### src/rtl/atoi_pkg.sv
// atoi_pkg: shared ASCII constants, FSM state type and character classifier
// for the ASCII-to-integer receive path.
package atoi_pkg;

  localparam logic [7:0] ASCII_0     = 8'h30;
  localparam logic [7:0] ASCII_9     = 8'h39;
  localparam logic [7:0] ASCII_MINUS = 8'h2D;
  localparam logic [7:0] ASCII_LF    = 8'h0A;
  localparam logic [7:0] ASCII_CR    = 8'h0D;
  localparam logic [7:0] ASCII_SP    = 8'h20;

  typedef enum logic [2:0] {
    S_IDLE, S_SIGN, S_DIGITS, S_DISCARD, S_EMIT
  } state_t;

  typedef enum logic [1:0] {
    C_DIGIT, C_MINUS, C_TERM, C_BAD
  } cclass_t;

  function automatic cclass_t classify(logic [7:0] c);
    if (c >= ASCII_0 && c <= ASCII_9)                   return C_DIGIT;
    if (c == ASCII_MINUS)                               return C_MINUS;
    if (c == ASCII_LF || c == ASCII_CR || c == ASCII_SP) return C_TERM;
    return C_BAD;
  endfunction

endpackage

### src/rtl/atoi_if.sv
// atoi_if: character input stream plus parsed-integer output stream.
//   di/diValid/diReady : ASCII byte in (ready-valid)
//   dout/doValid/doReady/ovf : parsed signed value out (ready-valid), ovf qualifies dout
//   err : one-cycle pulse when a malformed token is dropped
// slave = the parser, master = the producer/consumer around it.
interface atoi_if #(parameter int SIZE = 64);
  logic [7:0]      di;
  logic            diValid;
  logic            diReady;
  logic [SIZE-1:0] dout;
  logic            doValid;
  logic            doReady;
  logic            ovf;
  logic            err;

  modport master (output di, diValid, doReady,
                  input  diReady, dout, doValid, ovf, err);
  modport slave  (input  di, diValid, doReady,
                  output diReady, dout, doValid, ovf, err);
endinterface

### src/rtl/atoi.sv
// atoi: parses whitespace/line-terminated ASCII decimal tokens ("-?[0-9]+")
// into signed SIZE-bit two's-complement values.
// Ports:
//   clk  : system clock
//   rst  : synchronous active-high reset; drops any partial or pending value
//   bus  : atoi_if.slave (di stream in, dout/ovf stream out, err pulse)
// dout is the parsed value (the name "do" is a reserved word).
module atoi
  import atoi_pkg::*;
#(
  parameter int SIZE = 64
) (
  input logic   clk,
  input logic   rst,
  atoi_if.slave bus
);

  state_t          state;
  logic [SIZE-1:0] acc;
  logic            neg;
  logic            ovf_acc;

  cclass_t         cls;
  logic            accept;
  logic [3:0]      dig;
  logic [SIZE+3:0] step;
  logic            step_c;
  logic            range_ovf;

  localparam logic [SIZE-1:0] HALF = {1'b1, {(SIZE-1){1'b0}}};

  assign cls         = classify(bus.di);
  assign bus.diReady = (state != S_EMIT);
  assign accept      = bus.diValid && bus.diReady;
  // low nibble of '0'..'9' is the digit value
  assign dig         = bus.di[3:0];

  // acc*10+digit with four extra bits so any carry past SIZE bits is visible
  assign step   = ({4'b0, acc} << 3) + ({4'b0, acc} << 1) + (SIZE+4)'(dig);
  assign step_c = |step[SIZE+3:SIZE];

  // magnitude out of signed range: 2^(SIZE-1) is legal only when negative
  assign range_ovf = neg ? (acc > HALF) : acc[SIZE-1];

  always_ff @(posedge clk) begin
    if (rst) begin
      state       <= S_IDLE;
      acc         <= '0;
      neg         <= 1'b0;
      ovf_acc     <= 1'b0;
      bus.dout    <= '0;
      bus.doValid <= 1'b0;
      bus.ovf     <= 1'b0;
      bus.err     <= 1'b0;
    end else begin
      bus.err <= 1'b0;
      unique case (state)
        S_IDLE: if (accept) begin
          unique case (cls)
            C_DIGIT: begin
              acc     <= SIZE'(dig);
              neg     <= 1'b0;
              ovf_acc <= 1'b0;
              state   <= S_DIGITS;
            end
            C_MINUS: begin
              acc     <= '0;
              neg     <= 1'b1;
              ovf_acc <= 1'b0;
              state   <= S_SIGN;
            end
            C_TERM:  ;
            C_BAD:   state <= S_DISCARD;
          endcase
        end
        S_SIGN: if (accept) begin
          unique case (cls)
            C_DIGIT: begin
              acc   <= SIZE'(dig);
              state <= S_DIGITS;
            end
            C_TERM: begin
              bus.err <= 1'b1;
              state   <= S_IDLE;
            end
            default: state <= S_DISCARD;
          endcase
        end
        S_DIGITS: if (accept) begin
          unique case (cls)
            C_DIGIT: begin
              acc     <= step[SIZE-1:0];
              ovf_acc <= ovf_acc | step_c;
            end
            C_TERM: begin
              bus.dout    <= neg ? -acc : acc;
              bus.ovf     <= ovf_acc | range_ovf;
              bus.doValid <= 1'b1;
              state       <= S_EMIT;
            end
            default: state <= S_DISCARD;
          endcase
        end
        S_DISCARD: if (accept && cls == C_TERM) begin
          bus.err <= 1'b1;
          state   <= S_IDLE;
        end
        S_EMIT: if (bus.doReady) begin
          bus.doValid <= 1'b0;
          state       <= S_IDLE;
        end
        default: state <= S_IDLE;
      endcase
    end
  end

endmodule

### src/flat_wrapper.sv
// flat-port wrapper written by rule: the top's interface ports become plain ports
module atoi_flat import atoi_pkg::*;
#(
  parameter int SIZE = 64
)
  (clk, rst, bus_di, bus_diValid, bus_doReady, bus_diReady, bus_dout, bus_doValid, bus_ovf, bus_err);
  atoi_if #(.SIZE(SIZE)) bus_i ();
  input logic clk;
  input logic rst;
  input wire logic [$bits(bus_i.di)-1:0] bus_di;
  input wire logic [$bits(bus_i.diValid)-1:0] bus_diValid;
  input wire logic [$bits(bus_i.doReady)-1:0] bus_doReady;
  output wire logic [$bits(bus_i.diReady)-1:0] bus_diReady;
  output wire logic [$bits(bus_i.dout)-1:0] bus_dout;
  output wire logic [$bits(bus_i.doValid)-1:0] bus_doValid;
  output wire logic [$bits(bus_i.ovf)-1:0] bus_ovf;
  output wire logic [$bits(bus_i.err)-1:0] bus_err;
  assign bus_i.di = bus_di;
  assign bus_i.diValid = bus_diValid;
  assign bus_i.doReady = bus_doReady;
  assign bus_diReady = bus_i.diReady;
  assign bus_dout = bus_i.dout;
  assign bus_doValid = bus_i.doValid;
  assign bus_ovf = bus_i.ovf;
  assign bus_err = bus_i.err;
  atoi #(.SIZE(SIZE)) u_core (.clk(clk), .rst(rst), .bus(bus_i));
endmodule
### config.mk
export PLATFORM = sky130hd
export DESIGN_NAME = atoi_flat
export DESIGN_NICKNAME = d
export VERILOG_FILES = /design/src/rtl/atoi_pkg.sv /design/src/rtl/atoi_if.sv /design/src/rtl/atoi.sv /design/src/flat_wrapper.sv
export SDC_FILE = /design/constraint.sdc
export NUM_CORES = 1
export LEC_CHECK = 0
export CAP_MARGIN = 5
export CORE_UTILIZATION = 44
export DETAILED_ROUTE_END_ITERATION = 16
export PLACE_DENSITY = 0.73
export SKIP_CTS_REPAIR_TIMING = 1
export SKIP_LAST_GASP = 1
export SLEW_MARGIN = 20
export SYNTH_ARGS = -nofsm -noshare
export SYNTH_HDL_FRONTEND = slang
export SYNTH_SLANG_ARGS = --single-unit
export TNS_END_PERCENT = 30
### constraint.sdc
create_clock -name clk -period 4.2 [get_ports clk]
set_input_delay 0.84 -clock clk [delete_from_list [all_inputs] [get_ports clk]]
set_output_delay 0.84 -clock clk [all_outputs]
set_load 0.005 [all_outputs]
==> results of run 1 <==
-- worst paths after layout --
| path | end | from |
|---|---|---|
| hold reg to reg | u_core.bus.dout[54] | u_core.bus.dout[54] |
| setup / recovery | u_core.ovf_acc | bus_di[3] |
| setup reg to reg | u_core.ovf_acc | u_core.acc[16] |
| hold / removal | u_core.bus.dout[54] | u_core.bus.dout[54] |
-- state kept, by name, summed over array words and instances, names as in the netlist --
name,cells
u_core.acc,64
u_core.bus.doValid,1
u_core.bus.dout,64
u_core.bus.err,1
u_core.bus.ovf,1
u_core.neg,1
u_core.ovf_acc,1
u_core.state,3
-- metrics by stage --
| stage | TNS [ns] | setup WS [ns] | power, mW | instances | hold WS, ns |
|---|---|---|---|---|---|
| global placement | -7.61 | -0.652 | 1.48 | 1738 | 0.441 |
| CTS | -1.52 | -0.378 | 3.01 | 1768 | 0.455 |
| detailed placement | -9.33 | -0.767 | 1.49 | 1738 | 0.448 |
| floorplan | 0 | 0.241 | 1.42 | 1361 | 0.448 |
| global route | -0.0630 | -0.0279 | 3.09 | 1771 | 0.478 |
| finish | 0 | 0.0573 | 3.00 | 1771 | 0.450 |
-- cells in the mapped netlist (3+ instances only) --
cell type	count
a211oi_1	69
a21o_1	36
a21oi_1	96
a221oi_1	4
a22o_1	3
a22oi_1	30
a311oi_1	3
a31oi_1	10
a41oi_1	4
and2_1	6
and3_1	9
buf_1	5
clkbuf_1	72
dfxtp_1	136
ha_1	133
inv_1	28
mux2i_1	5
nand2_1	120
nand2b_1	17
nand3_1	23
nand4_1	29
nand4b_1	3
nor2_1	156
nor2b_1	7
nor3_1	22
nor4_1	7
o211ai_1	8
o21a_1	13
o21ai_0	91
o21bai_1	11
o31a_1	3
o31ai_1	22
o41ai_1	9
or3_1	7
or4_1	8
xnor2_1	47
xor2_1	72
-- worst reg2reg max path, cell delays in order, from the launching register on --
cell and delay, ns:
dfxtp_1 0.51, ha_1 0.30, ha_1 0.44, nand4_1 0.17
nor3_1 0.28, a21oi_1 0.14, a21boi_0 0.59, o21a_1 0.26
o31ai_2 0.11, a211oi_2 0.29, o21ai_2 0.13, a211oi_2 0.23
mux2i_1 0.11, o31a_1 0.29
-- power groups by stage --
stage	logic [mW]	clock network (mW)	registers, mW
final	0.150	1.54	1.31
after global routing	0.165	1.61	1.31
after CTS	0.148	1.55	1.31
after global placement	0.145	0	1.34
after detailed placement	0.148	0	1.34
after floorplan	0.0907	0	1.33
-- per-layer routing --
| layer | GRT usage | routed length [um] | up-vias |
|---|---|---|---|
| li1 | - | - | 5174 |
| met4 | 0.103 | 970 | 0 |
| met3 | 0.0338 | 1440 | 76 |
| met2 | 0.423 | 14200 | 304 |
| met5 | 0 | 0 | - |
| met1 | 0.319 | 14100 | 4915 |
-- area by class of cell --
cell class | instances | area, sq um
clock buffer | 23 | 498
clock inverter | 7 | 92.6
fill | 2238 | 10900
inverter | 28 | 105
multi-input combinational | 1120 | 7750
sequential | 136 | 2720
tap | 319 | 399
timing repair buffer | 138 | 1270
-- logic make-up (layout without fill, tap and decap cells) --
logic type	count (synthesis)	in the layout
XOR/XNOR	119	119
multiplexers	5	5
flip-flops	136	136
AO/OA/AOI/OAI	428	428
buffers and inverters	105	196
AND/OR/NAND/NOR	433	433
adder cells (fa/ha/maj)	135	135
==> summary.txt, run 1 <==
Power
  – Int Pwr: 2.30 mW
  – Clock power frac: 0.513
  – Combinational share of power: 0.050
  – Sw Share: 0.233
  – PD cells: 234 nW/um^2
  – Sw Pwr: 699 uW
  – P_leak: 5.55 nW
  – Register share of total power: 0.437
  – Worst VDD drop: 201 uV

Layout
  – Net count, final: 1,588
  – Leading cell types in the layout, fill and taps excluded: 156 x nor2_1, 135 x dfxtp_1, 133 x ha_1
  – Cell area after layout: 12,800 sq um
  – Final core utilization: 0.541
  – Layout area overhead: 19.1%
  – Share of post-route cells with drive strength above 1: 0.0854
  – Antenna diode count: 0
  – Commonest non-fill, non-tap cell in the layout: nor2_1

Worst hold path
  – Min-delay worst type: flop to flop
  – Worst hold path cell count: 2

Clock tree
  – Clk sinks: 136
  – Clk slew on worst S/H paths: 0.06 ns
  – Clk buf depth: 2
  – Clk_lat worst skew: 0.44 ns
  – Clock Tree Root: clkbuf_16
  – Total CTS buffers: 17
  – CTS tree: built
  – H-tree Lvls: 4

Worst setup path
  – Critical Path End Type: flop
  – Worst r2r path cells: 13
  – CP Launch Type: input pin
  – Crit Path Max Fanout: 4
  – Cell family with most CP delay: compound AO/OA/AOI/OAI gates
  – Worst EP required: 4.52 ns
  – Arrival time at the worst endpoint: 4.46 ns
  – Worst Setup Path Type: input pin to flop
  – Worst R2R Setup Slack: 0.25 ns
  – Critical path depth: 16
  – CP cell instances: clkdlybuf4s50_1 -> inv_2 -> fa_1 -> fa_2 -> nor2b_2 -> o2111ai_2 -> a21o_1 -> a21oi_4 -> buf_4 -> nor3_4 -> o21bai_1 -> a21oi_2 -> o32a_1 -> o21ai_0 -> o211ai_1 -> o31a_1
  – Crit-path slowest cell: clkdlybuf4s50_1
  – CP max stage delay: 0.49 ns
  – Crit path buf inv count: 3

Synthesis
  – Adder-Cell Fraction of Synth Area: 0.158
  – Syn nets: 1,508
  – Ys flop type: dfxtp_1
  – Sequential element share of the synthesized area: 0.253
  – Cells taking the most area after synthesis: dfxtp_1 25%, ha_1 15%, xor2_1 5.9%, nor2_1 5.4%, a211oi_1 4.8%
  – Simple-gate share of the synthesized area: 0.192
  – Compound-Gate Fraction of Synth Area: 0.259
  – Xor/xnor share of the synthesized area: 0.0967
  – Largest family of logic cells by synthesized area: compound AO/OA/AOI/OAI gates
  – Post-Synthesis Cells: 1,361
  – Synth unique cells: 65
  – Cell type with the largest total area after synthesis: dfxtp_1
  – Synth Warn #: 0
  – Post-synthesis mux area share: 0.00464
  – Top-area cell type share of the netlist area: 0.253
  – Ys async rst share: 0
  – Number of synthesized register bits: 136
  – Mapped cell area: 10,800 sq um
  – EDFF count, synth: 0
  – Syn Area/Cell: 7.92 sq um

Flow run
  – Max cap viols: 0

Floorplanning
  – Initial Util: 0.454
  – Core Area: 23,800 sq um
  – Width of the die: 159 um
  – Die Span Y: 159 um
  – Num rows: 56
  – I/O pin cnt: 80
  – Die area: 25,100 sq um

STA
  – Clock skew: 0.0109 ns
  – Min Tclk post-route: 4.14 ns
  – Final Setup Violations: 0
  – Normalized max-slew margin: 0.534
  – Crit share post-route: 0.986
  – Worst Tran Pin Value: 0.692 ns
  – Final Slew Violations: 0
  – Final hold viol count: 0
  – Fmax: 241 MHz

Global routing
  – GRT overflow: 0
  – Initial antenna violation count: 0
  – Vias in the first global route: 9,849
  – First-pass GRT wire length: 49.8 mm
  – Total track usage: 0.250
  – Pin count of the biggest net entering global routing: 66

Detailed routing
  – Remaining antenna violation count: 0
  – Via count: 10,469
  – Final WL: 30.7 mm
  – Iter 0 DRT Violations: 825
  – DR WL/cell: 17.3 um
  – Drt drc: 0
  – Drt pass-1 iters: 5
  – DR vias/cell: 5.91

Place
  – GPL Wtd Cong: 0.931
  – DP HPWL: 22.4 mm
  – Area of placed instances: 12,100 sq um
  – Number of port buffers: 79

Run status
  – Status: finished clean
(Power assumes the default switching activity.)
==> run 2: changes to the inputs <==
--- a/config.mk
+++ b/config.mk
@@ -8,7 +8,7 @@
 export CAP_MARGIN = 5
 export CORE_UTILIZATION = 44
 export DETAILED_ROUTE_END_ITERATION = 16
-export PLACE_DENSITY = 0.73
+export PLACE_DENSITY = 0.65
 export SKIP_CTS_REPAIR_TIMING = 1
 export SKIP_LAST_GASP = 1
 export SLEW_MARGIN = 20
==> run 2 against run 1 <==
Die area did not move. Core utilization rose by 0.12 points. Critical path depth did not move. Sequential power hardly changed. Largest cell class unchanged. Sequential cell count unchanged. Maximum frequency increased by 0.82%. Register-to-register slack better by 0.20 ns. Via count decreased by 1.9%. Clock power grew 3%. Non-clock buffer count rose by 2. Final cell count up 0.23%. Total power up 1.6%.
==> summary.txt, run 2 (synthesis results as in run 1) <==
Run status
  – Status: finished clean

Detailed routing
  – Drt pass-1 iters: 6
  – DR vias/cell: 5.79
  – Remaining antenna violation count: 0
  – Met2 WL: 14.3 mm
  – Via count: 10,271
  – Max layer used: met4
  – Iter 0 DRT Violations: 758
  – DR WL/cell: 17.5 um
  – Drt drc: 0
  – Met3 routed WL: 1.38 mm
  – Met1 wire length: 14.8 mm
  – Final WL: 31.1 mm

Clock tree
  – Clk sinks: 136
  – CTS tree: built
  – Clk slew on worst S/H paths: 0.06 ns
  – Total CTS buffers: 17
  – Clk buf depth: 2
  – H-tree Lvls: 4
  – Clk_lat worst skew: 0.43 ns
  – Clock Tree Root: clkbuf_16

Worst setup path
  – Worst EP required: 4.52 ns
  – CP Launch Type: input pin
  – Crit Path Max Fanout: 4
  – Arrival time at the worst endpoint: 4.43 ns
  – Critical Path End Type: flop
  – Worst Setup Path Type: input pin to flop
  – Worst R2R Setup Slack: 0.45 ns

Power
  – Clock power frac: 0.520
  – P_leak: 5.57 nW
  – Register share of total power: 0.430
  – PD cells: 237 nW/um^2
  – Sw Share: 0.238
  – Sw Pwr: 726 uW
  – Worst VDD drop: 243 uV
  – Final total power: 3.05 mW
  – Combinational share of power: 0.050
  – Int Pwr: 2.32 mW

Place
  – Area of placed instances: 12,200 sq um
  – GPL Wtd Cong: 0.904
  – DP HPWL: 23.0 mm
  – Pre-CTS WS: -0.686 ns
  – Number of port buffers: 79

STA
  – Final Setup Violations: 0
  – WHS: 0.457 ns
  – Worst setup margin: 0.0912 ns
  – Final hold viol count: 0
  – Crit share post-route: 0.978
  – Min Tclk post-route: 4.11 ns
  – Final Slew Violations: 0
  – Clock skew: 0.0121 ns
  – Worst Tran Pin Value: 0.876 ns
  – Fmax: 243 MHz
  – Normalized max-slew margin: 0.410

Layout
  – Commonest non-fill, non-tap cell in the layout: nor2_1
  – Largest regs: u_core.acc x64, u_core.bus.dout x64, u_core.state x3
  – Net count, final: 1,590
  – Antenna diode count: 0
  – Cell area after layout: 12,900 sq um
  – Fillers: 2,254
  – Leading cell types in the layout, fill and taps excluded: 156 x nor2_1, 135 x dfxtp_1, 133 x ha_1
  – Layout area overhead: 19.4%
  – Final core utilization: 0.542
  – Share of post-route cells with drive strength above 1: 0.0865

Worst hold path
  – Min-delay worst type: flop to flop

Global routing
  – Initial antenna violation count: 0
  – Vias in the first global route: 9,607
  – Pin count of the biggest net entering global routing: 52
  – Total track usage: 0.253
  – First-pass GRT wire length: 50.5 mm
  – GRT overflow: 0

Floorplanning
  – I/O pin cnt: 80
  – Num rows: 56
  – Die area: 25,100 sq um
  – Initial Util: 0.454
  – Width of the die: 159 um
  – Core Area: 23,800 sq um
  – Die Span Y: 159 um

Flow run
  – Max cap viols: 0
[run 2: power by group through the flow]
stage,registers [mW],clock network [mW],logic (mW)
finish,1.31,1.59,0.153
global route,1.31,1.67,0.168
CTS,1.31,1.61,0.152
detailed placement,1.34,0,0.151
global placement,1.34,0,0.149
floorplan,1.33,0,0.0907
[run 2: final cells by class]
class | count | area [sq um] | area share
timing repair buffer | 140 | 1280 | 0.0998
inverter | 28 | 105 | 0.00817
sequential | 136 | 2720 | 0.212
multi-input combinational | 1120 | 7750 | 0.602
clock inverter | 12 | 149 | 0.0116
tap | 319 | 399 | 0.0310
clock buffer | 20 | 457 | 0.0355
[run 2: final timing paths]
path / from / to / cells after the start
worst max-delay path: bus_di[3] / u_core.acc[60] / 16
worst min-delay path: u_core.bus.dout[0] / u_core.bus.dout[0] / 2
worst max register to register: u_core.acc[19] / u_core.ovf_acc / 13
worst min register to register: u_core.bus.dout[0] / u_core.bus.dout[0] / 2
[run 2: metrics by stage]
| stage | instances | setup TNS, ns |
|---|---|---|
| 2_1_floorplan | 1361 | 0 |
| 3_3_place_gp | 1743 | -8.26 |
| 3_5_place_dp | 1743 | -9.97 |
| 4_1_cts | 1775 | -1.06 |
| 5_1_grt | 1775 | -0.0296 |
| 6_report | 1775 | 0 |
[run 2: critical path: stages]
cell	delay, ns
clkdlybuf4s50_1	0.49
inv_1	0.09
fa_2	0.56
fa_2	0.23
nor2b_2	0.05
o2111ai_2	0.19
a21o_1	0.22
a21oi_2	0.10
buf_4	0.14
nor3_2	0.22
o21bai_1	0.13
a21oi_2	0.20
o32a_1	0.28
a21boi_1	0.11
or3_1	0.33
a32o_1	0.24
[run 2: metal layers]
metal | track usage | vias to the layer above
li1 | - | 5150
met1 | 0.340 | 4841
met2 | 0.420 | 242
met3 | 0.0389 | 38
met4 | 0.0673 | 0
met5 | 0 | -
